`src/rtl/adc_pkg.sv`:
```
// Shared constants and FSM encoding for the ADC result SPI slave.
package adc_pkg;

  localparam int unsigned CW_DEFAULT         = 24;
  localparam int unsigned FRAME_BITS         = 16 + 3 * CW_DEFAULT;
  localparam int unsigned STATUS_OVERRUN_BIT = 7;
  localparam int unsigned STATUS_SAT_BIT     = 6;

  typedef enum logic [1:0] {
    StIdle,
    StLoad,
    StShift
  } spi_state_e;

endpackage

```
`src/rtl/spi_sync_edge.sv`:
```
// Multi-flop synchroniser for an asynchronous pin, with rise/fall detection on the
// synchronised level.
module spi_sync_edge #(
  parameter int unsigned SYNC_STAGES = 2
) (
  input  logic clk,
  input  logic rst_n,
  input  logic din,
  output logic level,
  output logic rise,
  output logic fall
);

  logic [SYNC_STAGES-1:0] sync_q;
  logic                   prev_q;

  // Reset to 0 so a pin already low at reset release never looks like a falling edge.
  always_ff @(posedge clk or negedge rst_n) begin
    if (!rst_n) begin
      sync_q <= '0;
      prev_q <= 1'b0;
    end else begin
      sync_q[0] <= din;
      for (int i = 1; i < SYNC_STAGES; i++) begin
        sync_q[i] <= sync_q[i-1];
      end
      prev_q <= sync_q[SYNC_STAGES-1];
    end
  end

  always_comb begin
    level = sync_q[SYNC_STAGES-1];
    rise  = level & ~prev_q;
    fall  = ~level & prev_q;
  end

endmodule

```
`src/rtl/adc_result_spi.sv`:
```
// Captures multi-slope conversion counts into a stamped holding register and serves them
// to the host over an SPI mode-0 slave.
module adc_result_spi
  import adc_pkg::*;
#(
  parameter int unsigned CW          = CW_DEFAULT,
  parameter int unsigned SYNC_STAGES = 2
) (
  input  logic          clk,
  input  logic          rst_n,
  input  logic          meas_valid,
  input  logic [CW-1:0] count_up,
  input  logic [CW-1:0] count_down,
  input  logic [CW-1:0] count_rundown,
  input  logic          spi_sck,
  input  logic          spi_cs_n,
  output logic          spi_miso,
  output logic          spi_miso_oe,
  output logic          data_ready
);

  localparam int unsigned FrameBits = 16 + 3 * CW;
  localparam int unsigned CntW      = $clog2(FrameBits + 1);

  spi_state_e           state_q, state_d;
  logic [7:0]           seq_q, seq_d;
  logic [7:0]           hold_seq_q, hold_seq_d;
  logic [CW-1:0]        hold_up_q, hold_up_d;
  logic [CW-1:0]        hold_down_q, hold_down_d;
  logic [CW-1:0]        hold_rd_q, hold_rd_d;
  logic                 overrun_q, overrun_d;
  logic                 ready_q, ready_d;
  logic                 miso_q, miso_d;
  logic                 oe_q, oe_d;
  logic [FrameBits-1:0] shift_q, shift_d;
  logic [CntW-1:0]      bit_cnt_q, bit_cnt_d;

  logic [FrameBits-1:0] frame;
  logic [7:0]           status;
  logic                 sat;
  logic                 sck_rise, sck_fall, cs_rise, cs_fall;
  logic                 unused_sck_level, unused_cs_level;

  spi_sync_edge #(
    .SYNC_STAGES(SYNC_STAGES)
  ) u_sync_sck (
    .clk  (clk),
    .rst_n(rst_n),
    .din  (spi_sck),
    .level(unused_sck_level),
    .rise (sck_rise),
    .fall (sck_fall)
  );

  spi_sync_edge #(
    .SYNC_STAGES(SYNC_STAGES)
  ) u_sync_cs (
    .clk  (clk),
    .rst_n(rst_n),
    .din  (spi_cs_n),
    .level(unused_cs_level),
    .rise (cs_rise),
    .fall (cs_fall)
  );

  always_comb begin
    sat    = (hold_up_q == '1) | (hold_down_q == '1) | (hold_rd_q == '1);
    status = '0;
    status[STATUS_OVERRUN_BIT] = overrun_q;
    status[STATUS_SAT_BIT]     = sat;
    frame  = {hold_seq_q, status, hold_up_q, hold_down_q, hold_rd_q};
  end

  always_comb begin
    state_d     = state_q;
    seq_d       = seq_q;
    hold_seq_d  = hold_seq_q;
    hold_up_d   = hold_up_q;
    hold_down_d = hold_down_q;
    hold_rd_d   = hold_rd_q;
    overrun_d   = overrun_q;
    ready_d     = ready_q;
    miso_d      = miso_q;
    oe_d        = oe_q;
    shift_d     = shift_q;
    bit_cnt_d   = bit_cnt_q;

    unique case (state_q)
      StIdle: begin
        oe_d   = 1'b0;
        miso_d = 1'b0;
        if (cs_fall) state_d = StLoad;
      end
      StLoad: begin
        shift_d   = frame;
        bit_cnt_d = '0;
        ready_d   = 1'b0;
        overrun_d = 1'b0;
        oe_d      = 1'b1;
        miso_d    = frame[FrameBits-1];
        state_d   = StShift;
        if (cs_rise) begin
          state_d = StIdle;
          oe_d    = 1'b0;
          miso_d  = 1'b0;
        end
      end
      StShift: begin
        if (cs_rise) begin
          state_d = StIdle;
          oe_d    = 1'b0;
          miso_d  = 1'b0;
        end else begin
          if (sck_rise && (bit_cnt_q != CntW'(FrameBits))) bit_cnt_d = bit_cnt_q + 1'b1;
          if (sck_fall) begin
            shift_d = {shift_q[FrameBits-2:0], 1'b0};
            miso_d  = shift_q[FrameBits-2];
          end
        end
      end
      default: state_d = StIdle;
    endcase

    // Capture after the LOAD clear so a new result in the LOAD cycle survives the read.
    if (meas_valid) begin
      hold_seq_d  = seq_q;
      hold_up_d   = count_up;
      hold_down_d = count_down;
      hold_rd_d   = count_rundown;
      seq_d       = seq_q + 8'd1;
      if (ready_q && (state_q != StLoad)) overrun_d = 1'b1;
      ready_d = 1'b1;
    end
  end

  always_ff @(posedge clk or negedge rst_n) begin
    if (!rst_n) begin
      state_q     <= StIdle;
      seq_q       <= '0;
      hold_seq_q  <= '0;
      hold_up_q   <= '0;
      hold_down_q <= '0;
      hold_rd_q   <= '0;
      overrun_q   <= 1'b0;
      ready_q     <= 1'b0;
      miso_q      <= 1'b0;
      oe_q        <= 1'b0;
      shift_q     <= '0;
      bit_cnt_q   <= '0;
    end else begin
      state_q     <= state_d;
      seq_q       <= seq_d;
      hold_seq_q  <= hold_seq_d;
      hold_up_q   <= hold_up_d;
      hold_down_q <= hold_down_d;
      hold_rd_q   <= hold_rd_d;
      overrun_q   <= overrun_d;
      ready_q     <= ready_d;
      miso_q      <= miso_d;
      oe_q        <= oe_d;
      shift_q     <= shift_d;
      bit_cnt_q   <= bit_cnt_d;
    end
  end

  assign spi_miso    = miso_q;
  assign spi_miso_oe = oe_q;
  assign data_ready  = ready_q;

endmodule

```
`config.mk`:
```
export PLATFORM = sky130hd
export DESIGN_NAME = adc_result_spi
export DESIGN_NICKNAME = d
export VERILOG_FILES = /design/src/rtl/adc_pkg.sv /design/src/rtl/spi_sync_edge.sv /design/src/rtl/adc_result_spi.sv
export SDC_FILE = /design/constraint.sdc
export NUM_CORES = 1
export LEC_CHECK = 0
export BUFFER_PORTS_ARGS = -buffer_cell sky130_fd_sc_hd__buf_2
export CORE_ASPECT_RATIO = 1.2
export CORE_MARGIN = 2
export CORE_UTILIZATION = 45
export CTS_CLUSTER_DIAMETER = 120
export DETAILED_ROUTE_END_ITERATION = 10
export PLACE_DENSITY = 0.61
export SYNTH_ARGS = -nofsm -noshare
export SYNTH_HDL_FRONTEND = slang
export SYNTH_SLANG_ARGS = --single-unit
```
`constraint.sdc`:
```
create_clock -name clk -period 2.8 [get_ports clk]
set_input_delay 0.14 -clock clk [delete_from_list [all_inputs] [get_ports clk]]
set_output_delay 0.14 -clock clk [all_outputs]
set_load 0.02 [all_outputs]
```
**Word level (Yosys, flattened, before mapping)**

Index checks and enable logic that the tools add are counted.

- Add/subtract/negate cells: 1
- Eq/ne operators: 11
- Mux-type cells: 19
- Bitwise logic cells: 8
- Reductions and logical operators: 9

Operators with widths:

| kind | count |
|---|---|
| 87-bit two-way mux | 2 |
| 87-bit one-hot mux with 2 select lines | 1 |
| 24-bit == test (second input constant) | 3 |
| 1-bit two-way mux | 10 |
| 8-bit by 1-bit adder with 8-bit output (second input constant) | 1 |
| 2-bit inequality test (second input constant) | 4 |
| 2-bit two-way mux | 3 |
| 1-bit one-hot mux with 3 select lines | 2 |
| 2-bit one-hot mux with 3 select lines | 1 |
| 2-bit AND reduction | 3 |
| 2-bit nonzero test | 2 |
| 1-bit AND | 3 |
| 3-bit inequality test (second input constant) | 1 |
| 1-bit NOT | 3 |
| 3-bit AND reduction | 1 |
| 3-bit nonzero test | 1 |
| 2-bit by 1-bit == test with 1-bit output (second input constant) | 1 |
| 2-bit == test (second input constant) | 1 |
| 2-bit zero test | 1 |
| 2-bit by 1-bit inequality test with 1-bit output (second input constant) | 1 |
| 1-bit OR | 2 |
| 1-bit logical AND | 1 |

- Bits in registers: 187
- Output and inout port bits: 3

**Longest topological paths before layout**

Gate-level depths: netlist (run 1).

- Word-level depth: 5
- Depth in mapped cells: 10

**Hierarchy**

Synthesis (run 1) repeated with hierarchy kept, for this count alone.

- Cell total of the unflattened synthesis: 632
- Area total of the unflattened synthesis: 7932.6 um2

Modules (own cells, without submodules):

| module | times used | cells an instance | area each (um2) |
|---|---|---|---|
| adc_result_spi | 1 | 622 | 7752.4 |
| spi_sync_edge | 2 | 5 | 90.1 |

**Worst setup path before layout (run 1)**

No wires, ideal clock.

- Kind: reg2reg
- Start point: reg state_q[1]
- End point: reg shift_q[70]
- Arrival time: 1548 ps
- Required time: 2680 ps
- Setup slack: 1132 ps
- Stages on the path, launching flop included: 11
- Buffers on the path: 4
- Clock period less this slack: 1668 ps
- Cell sequence: dfrtp_1 > inv_1 > ha_1 > buf_4 > nor2b_1 > a31oi_4 > buf_6 > buf_6 > buf_6 > nand2_1 > o21ai_2

- Longest elaborated chain between the ends: 3
- Elaborated cells between the ends (all ways): 7
- Classes of those cells: eq/ne: 4; mux: 1; reduce/logical: 2

Ends and longest elaborated chain:

| item | RTL line | text |
|---|---|---|
| from (decl) | adc_result_spi.sv:25 | `spi_state_e state_q, state_d;` |
| from (signal assigned) | adc_result_spi.sv:138 | `state_q <= StIdle;` |
| from (signal assigned) | adc_result_spi.sv:151 | `state_q <= state_d;` |
| 2-bit == test / 2-bit by 1-bit == test with 1-bit output (equally long branches) | adc_result_spi.sv:88 | `unique case (state_q)` |
| 2-bit inequality test (no line) / 2-bit nonzero test (equally long branches) | n/a |  |
| 3-bit AND reduction (no line) | n/a |  |
| to (signal assigned) | adc_result_spi.sv:161 | `shift_q <= shift_d;` |
| to (decl) | adc_result_spi.sv:35 | `logic [FrameBits-1:0] shift_q, shift_d;` |

Parallel ways exist; a longest one is shown, timed or not.
A chain may end at the register's enable or synchronous reset.

**Worst setup path in the final report (run 1)**

- Start point: reg state_q[0]
- End point: reg shift_q[78]

The elaborated chain is that of the path after synthesis.

==> results.md, run 1 <==
- Die footprint: 18730 um2
- Post-Synth Adder-Cell Area: 0.6302%
- Post-CTS sizing: 0
- Outcome: complete, no violations
- WS Path Type: reg2reg
- Post-synthesis simple-gate area fraction: 8.224%
- FF-to-FF path depth: 6
- Library cells used by synthesis: 36
- Core ar.: 17370 um2
- DR WL/cell: 15.27 um
- Crit-path cells: inv_1 -> ha_4 -> buf_4 -> nand2b_1 -> a21oi_1 -> a31oi_1
- Antenna-violating nets left: 0
- Max-cap violations: 0
- CTS Buffer Depth: 2
- Layout area overhead: 25.26%
- Worst r2r dst: shift_q[78]
- Final core utilization: 57.25%
- Post-Synth XOR/XNOR Area: 0.7720%
- Minimum clock period: 1839 ps
- Worst-skew pair later-pin latency: 430 ps
- Critical Path Max Stage Delay: 470 ps
- Cts hold-fix bufs: 75
- Worst R2R Setup Slack: 960 ps
- Drt drc: 0
- Pwr dens: 908.6 nW/um2
- Fin crit share: 65.68%
- Hpwl dp: 9887 um
- Gate Count Post-Synth: 646
- Number of diodes: 0
- Initial Util: 45.71%
- Vias per cell: 5.175
- Yosys warns: 0
- Post-synthesis mux area share: 21.57%
- First DRT Iteration DRCs: 255
- Total CTS buffers: 17
- Static Leak: 0.004425 uW
- Number of H-tree levels: 4
- Slew HR: 62.77%
- I/O pin count: 80
- Post-synthesis register bit count: 187
- Final Hold Fails: 0
- NumNets Final: 868
- Setup TNS: 0 ps
- Worst path required time: 3150 ps
- Clock root buffer: clkbuf_16
- Site Rows: 53
- Post-Syn Area: 7941 um2
- Die width: 125.3 um
- DR pass1 iterations: 4
- R2R Path Start: state_q[0]
- Initial antenna violation count: 0
- Synthesized area per cell: 12.29 um2
- Worst VDD drop: 0.6608 mV
- Post-CTS setup buffer count: 0
- Seq/Total Area, Yosys: 58.93%
- Routed vias: 5278
- Post-synthesis compound-gate area fraction: 6.980%
- Layout cells sized above 1: 26.13%
- Endpoint class of the critical path: register
- Bufs and invs on worst path: 2
- Vias in the first global route: 5451
- CTS tree: done
- Clock slew at reported path FFs: 60 ps
- CTS sink count: 187
- HP Class: in2async
- Worst Setup Start Kind: register
- Fin worst setup slack: 961.0 ps
- Total Routed Length: 15570 um
- Arr. time, crit path: 2180 ps
- Finish-stage setup viols: 0
- Clk_skew: 10.21 ps
- Unrepaired setup endpoints after global routing: false
- Global-route wire length before repair: 26490 um
- Slew Viols, Final: 0
- Largest family of logic cells by synthesized area: multiplexers
- Delay-heaviest family, CP: buffers and inverters
- Critical path fanouts, max: 34
- CP max stage cell: buf_4
- Largest net degree at the start of global routing: 106
- Port bufs: 79
- Die span in y: 149.5 um
- GP Congestion: 0.7290
- GR Overflow Total: 0
- Peak Freq: 543.8 MHz
- Place WS: 942.2 ps
- Worst slew pin tran: 558.5 ps
- GRT Total Usage: 17.58%
- Post-synth net total: 727
-- worst max path at each step --
stage          slack, ps  cells past startpoint           to        from
2_1_floorplan       1130                     10  shift_q[70]  state_q[1]
3_3_place_gp        1000                      6  shift_q[78]  state_q[0]
3_5_place_dp         940                      6  shift_q[78]  state_q[0]
4_1_cts              930                      6  shift_q[78]  state_q[0]
5_1_grt              790                      6  shift_q[78]  state_q[0]
6_report             960                      6  shift_q[78]  state_q[0]
-- area by class of cell --
type | count | area, um2
fill | 1442 | 7427
sequential | 187 | 4679
multi-input combinational | 415 | 3044
timing repair buffer | 162 | 1277
clock buffer | 20 | 446.7
tap | 220 | 275.3
clock inverter | 12 | 209.0
inverter | 4 | 15.01
-- per-stage QoR --
step           total power, uW  instance area (um2)  cells  hold WS [ps]
3_5_place_dp              6371                 8541    913         71.73
6_report                  9038                 9947   1020         179.5
3_3_place_gp              6228                 8541    913         70.13
5_1_grt                   9640                 9947   1020         212.0
4_1_cts                   9147                 9947   1020         182.3
2_1_floorplan             5785                 7941    646        -155.6
-- power by group --
part / switching (uW) / internal [uW]
registers: 497 / 3500
clock network: 1040 / 1620
logic: 1260 / 1120
total: 2800 / 6240
-- cells in the mapped netlist (all sizes together) --
master  count  area (um2)
clkbuf      8       31.28
xnor2       4       35.03
a21o        1       7.510
inv         4       15.01
dfrtp     187        4679
nor2b       2       12.51
o21bai      1       7.510
a211oi      2       15.01
mux2       81       912.1
a31oi       2       27.53
a221oi      2       17.52
nand3       8       40.04
o41ai       1       8.760
buf        32       183.9
nor2        7       26.28
nand2b      3       18.77
nor3        1       5.000
mux2i      80       800.8
ha          4       50.05
nand3b      1       7.510
nand2     100       375.4
o32ai       1       8.760
and3b       1       8.760
nor4        3       18.77
nand4      20       125.1
a22oi       1       7.510
a21oi       4       20.02
and4        1       8.760
o21ai      80       434.2
and3        1       6.260
xor2        3       26.28
-- registers in the layout, summed over array words and instances (netlist names), 2 cells and up --
register and flops:
shift_q 87, hold_down_q 24, hold_rd_q 24, hold_up_q 24
hold_seq_q 8, seq_q 8, state_q 2, u_sync_cs.sync_q 2
u_sync_sck.sync_q 2
-- metal layers --
layer  GRT usage, %  share of wire (%)
met5              0                  0
met4          5.778                1.4
met3          3.289                2.8
met2          29.89                 50
met1          22.90                 45
-- cells in the final DEF (no fill, tap or decap), types with 5 or more instances in the layout --
cell type      instances
dfrtp_1              187
nand2_1              100
nor2_1                 7
clkbuf_16             17
buf_12                 5
nand4_1               20
o21ai_0               71
buf_2                 77
dlygate4sd3_1         75
bufinv_16              5
mux2i_1               80
mux2_2                81
nand3_1                8
o21ai_2                9
-- worst reg2reg max path, cell delays in order (launching register included) --
cell      delay (ps)
dfrtp_1          380
inv_1            140
ha_4             210
buf_4            470
nand2b_1         320
a21oi_1           70
a31oi_1          180
-- cell families (layout without fill, tap and decap cells) --
family | count (synthesis) | count (layout)
DFF | 187 | 187
muxes | 161 | 161
and+or+nand+nor | 148 | 148
AOI/OAI and AO/OA | 95 | 95
buffers and inverters | 44 | 198
xor gates and xnor gates | 7 | 7
adders and majority gates | 4 | 4
Power figures use the tool's default switching activity.
==> run 2, diff against run 1 <==
- ABC_AREA: unset -> 1
- PLACE_DENSITY: 0.61 -> 0.6
- clock period: 2.8 -> 1.9 ns (I/O delays scaled with it)
==> results.md, run 2 <==
- Worst-skew pair later-pin latency: 430 ps
- Finish-stage setup viols: 0
- Worst VDD drop: 0.7784 mV
- Layout area overhead: 25.31%
- Count leader, synth: nand2_1
- Max-cap violations: 0
- DR WL/cell: 12.50 um
- Synthesized area per cell: 8.560 um2
- Total CTS buffers: 17
- Asr flop ratio synth: 100.0%
- Delay-heaviest family, CP: buffers and inverters
- Minimum clock period: 1733 ps
- Worst r2r dst: shift_q[68]
- Worst R2R Setup Slack: 170 ps
- Yosys top cell area share: 57.30%
- Core ar.: 17640 um2
- Yosys warns: 0
- Synth top area cells: dfrtp_1, nand2_1, o211ai_1, o21ai_0, inv_1
- Seq/Total Area, Yosys: 57.30%
- Global-route wire length before repair: 29100 um
- Bufs and invs on worst path: 2
- DR pass1 iterations: 4
- Final Hold Fails: 0
- Initial Util: 46.30%
- Die span in y: 151.6 um
- Vias in the first global route: 6232
- Leading area contributor after synthesis: dfrtp_1
- Routed vias: 6360
- Largest net degree at the start of global routing: 152
- Antenna-violating nets left: 0
- Arr. time, crit path: 2030 ps
- Pwr dens: 1295 nW/um2
- Clock slew at reported path FFs: 70 ps
- Critical path fanouts, max: 151
- Worst hold slack: 177.2 ps
- Clk_skew: 8.457 ps
- Library cells used by synthesis: 27
- Top post-synthesis cells by count: nand2_1, dfrtp_1, inv_1, o21ai_0, o211ai_1
- Setup TNS: 0 ps
- Post-synth net total: 1035
- GR Overflow Total: 0
- Outcome: complete, no violations
- Slew Viols, Final: 0
- WP depth: 6
- Post-synthesis register bit count: 187
- Post-CTS setup buffer count: 0
- GRT Total Usage: 18.72%
- Site Rows: 53
- CTS sink count: 187
- CTS Buffer Depth: 2
- Post-Syn Area: 8167 um2
- GP Congestion: 0.7569
- Endpoint class of the critical path: register
- Peak Freq: 576.9 MHz
- Post-synth EDFFs: 0
- First DRT Iteration DRCs: 346
- Layout cells sized above 1: 12.05%
- Total Routed Length: 16560 um
- NumNets Final: 1172
- R2R Path Start: state_q[0]
- Port bufs: 79
- I/O pin count: 80
- Gate Count Post-Synth: 954
- WS Path Type: reg2reg
- CP max stage cell: buf_12
- Initial antenna violation count: 0
- Drt drc: 0
- Static Leak: 0.004957 uW
- Crit-path cells: inv_1 -> ha_4 -> buf_12 -> nand2_1 -> o211ai_1 -> o21ai_0
- Die width: 127.0 um
- Unrepaired setup endpoints after global routing: false
- Fin crit share: 91.23%
- Most used DFF post-synth: dfrtp_1
- Critical Path Max Stage Delay: 390 ps
- Largest reg by FF count: shift_q
- Number of H-tree levels: 4
- Clock root buffer: clkbuf_16
- Vias per cell: 4.800
- Hpwl dp: 10010 um
- FF-to-FF path depth: 6
- Worst path required time: 2200 ps
- HP Class: in2async
- Worst slew pin tran: 661.6 ps
- Die footprint: 19250 um2
- Max FFs per register: 87
- Slew HR: 55.89%
- CTS tree: done
- Commonest cells after routing, fill and taps aside: nand2_1, dfrtp_1, inv_1
- Commonest non-fill, non-tap cell in the layout: nand2_1
- Worst Setup Start Kind: register
run 2: cell count changes in the layout (fill, tap and decap cells not counted), sizes merged, moves of 5 or more:
cell,before,now
nand4,20,1
nand2,100,397
inv,8,101
buf,87,94
mux2,81,0
o22ai,0,7
o211ai,0,72
nor2,7,30
mux2i,80,0
a31oi,2,7
run 2: per-stage QoR:
stage / utilization [%] / cells / worst slack (ps) / total power (uW) / area (um2)
floorplan: - / 954 / 360.0 / 8420 / 8167
global placement: 49.84 / 1215 / 198.5 / 9198 / 8791
detailed placement: 49.84 / 1215 / 147.0 / 9290 / 8791
CTS: 57.81 / 1323 / 136.3 / 13290 / 10200
global route: 58.00 / 1324 / 26.57 / 14240 / 10230
finish: 58.02 / 1325 / 166.6 / 13260 / 10230
run 2: cells by family (layout without fill, tap and decap cells):
kind of cell	count (synthesis)	after routing	share of synthesized area [%]
other	0	1	0
AO/OA/AOI/OAI	169	169	12.81
flip-flops	187	187	57.30
XOR/XNOR	7	7	0.7507
AND/OR/NAND/NOR	434	434	20.38
buffers and inverters	153	303	8.151
adder cells (fa/ha/maj)	4	4	0.6129
run 2: where the power goes:
group | internal [uW] | switching (uW) | total [uW]
Clock | 2340 | 1490 | 3830
Combinational | 1510 | 2330 | 3850
Sequential | 5110 | 468 | 5580
Total | 8970 | 4280 | 13300
run 2: worst max path at each step:
stage | startpoint | endpoint
floorplan | state_q[0] | shift_q[65]
global placement | state_q[0] | shift_q[78]
detailed placement | state_q[0] | shift_q[78]
CTS | state_q[0] | shift_q[78]
global route | state_q[0] | shift_q[28]
finish | state_q[0] | shift_q[68]
run 2: metal layers:
| metal | vias up | global-route usage, % | part of all wire [%] |
|---|---|---|---|
| met5 | - | 0 | 0 |
| met4 | 0 | 6.319 | 1.6 |
| met3 | 21 | 3.476 | 2.4 |
| met2 | 72 | 31.16 | 48 |
| met1 | 2978 | 24.90 | 48 |
| li1 | 3289 | - | - |
run 2: layout make-up:
cell class	count	area (um2)
antenna	1	2.502
sequential	187	4679
tap	220	275.3
clock buffer	22	484.2
clock inverter	10	161.4
fill	1619	7406
multi-input combinational	614	2843
inverter	100	375.4
timing repair buffer	171	1413
run 2: timing repair:
action,CTS,global route
hold buffers,76,0
gates resized for setup,0,1
setup endpoints to repair,0,1
endpoints found under the hold margin,121,0
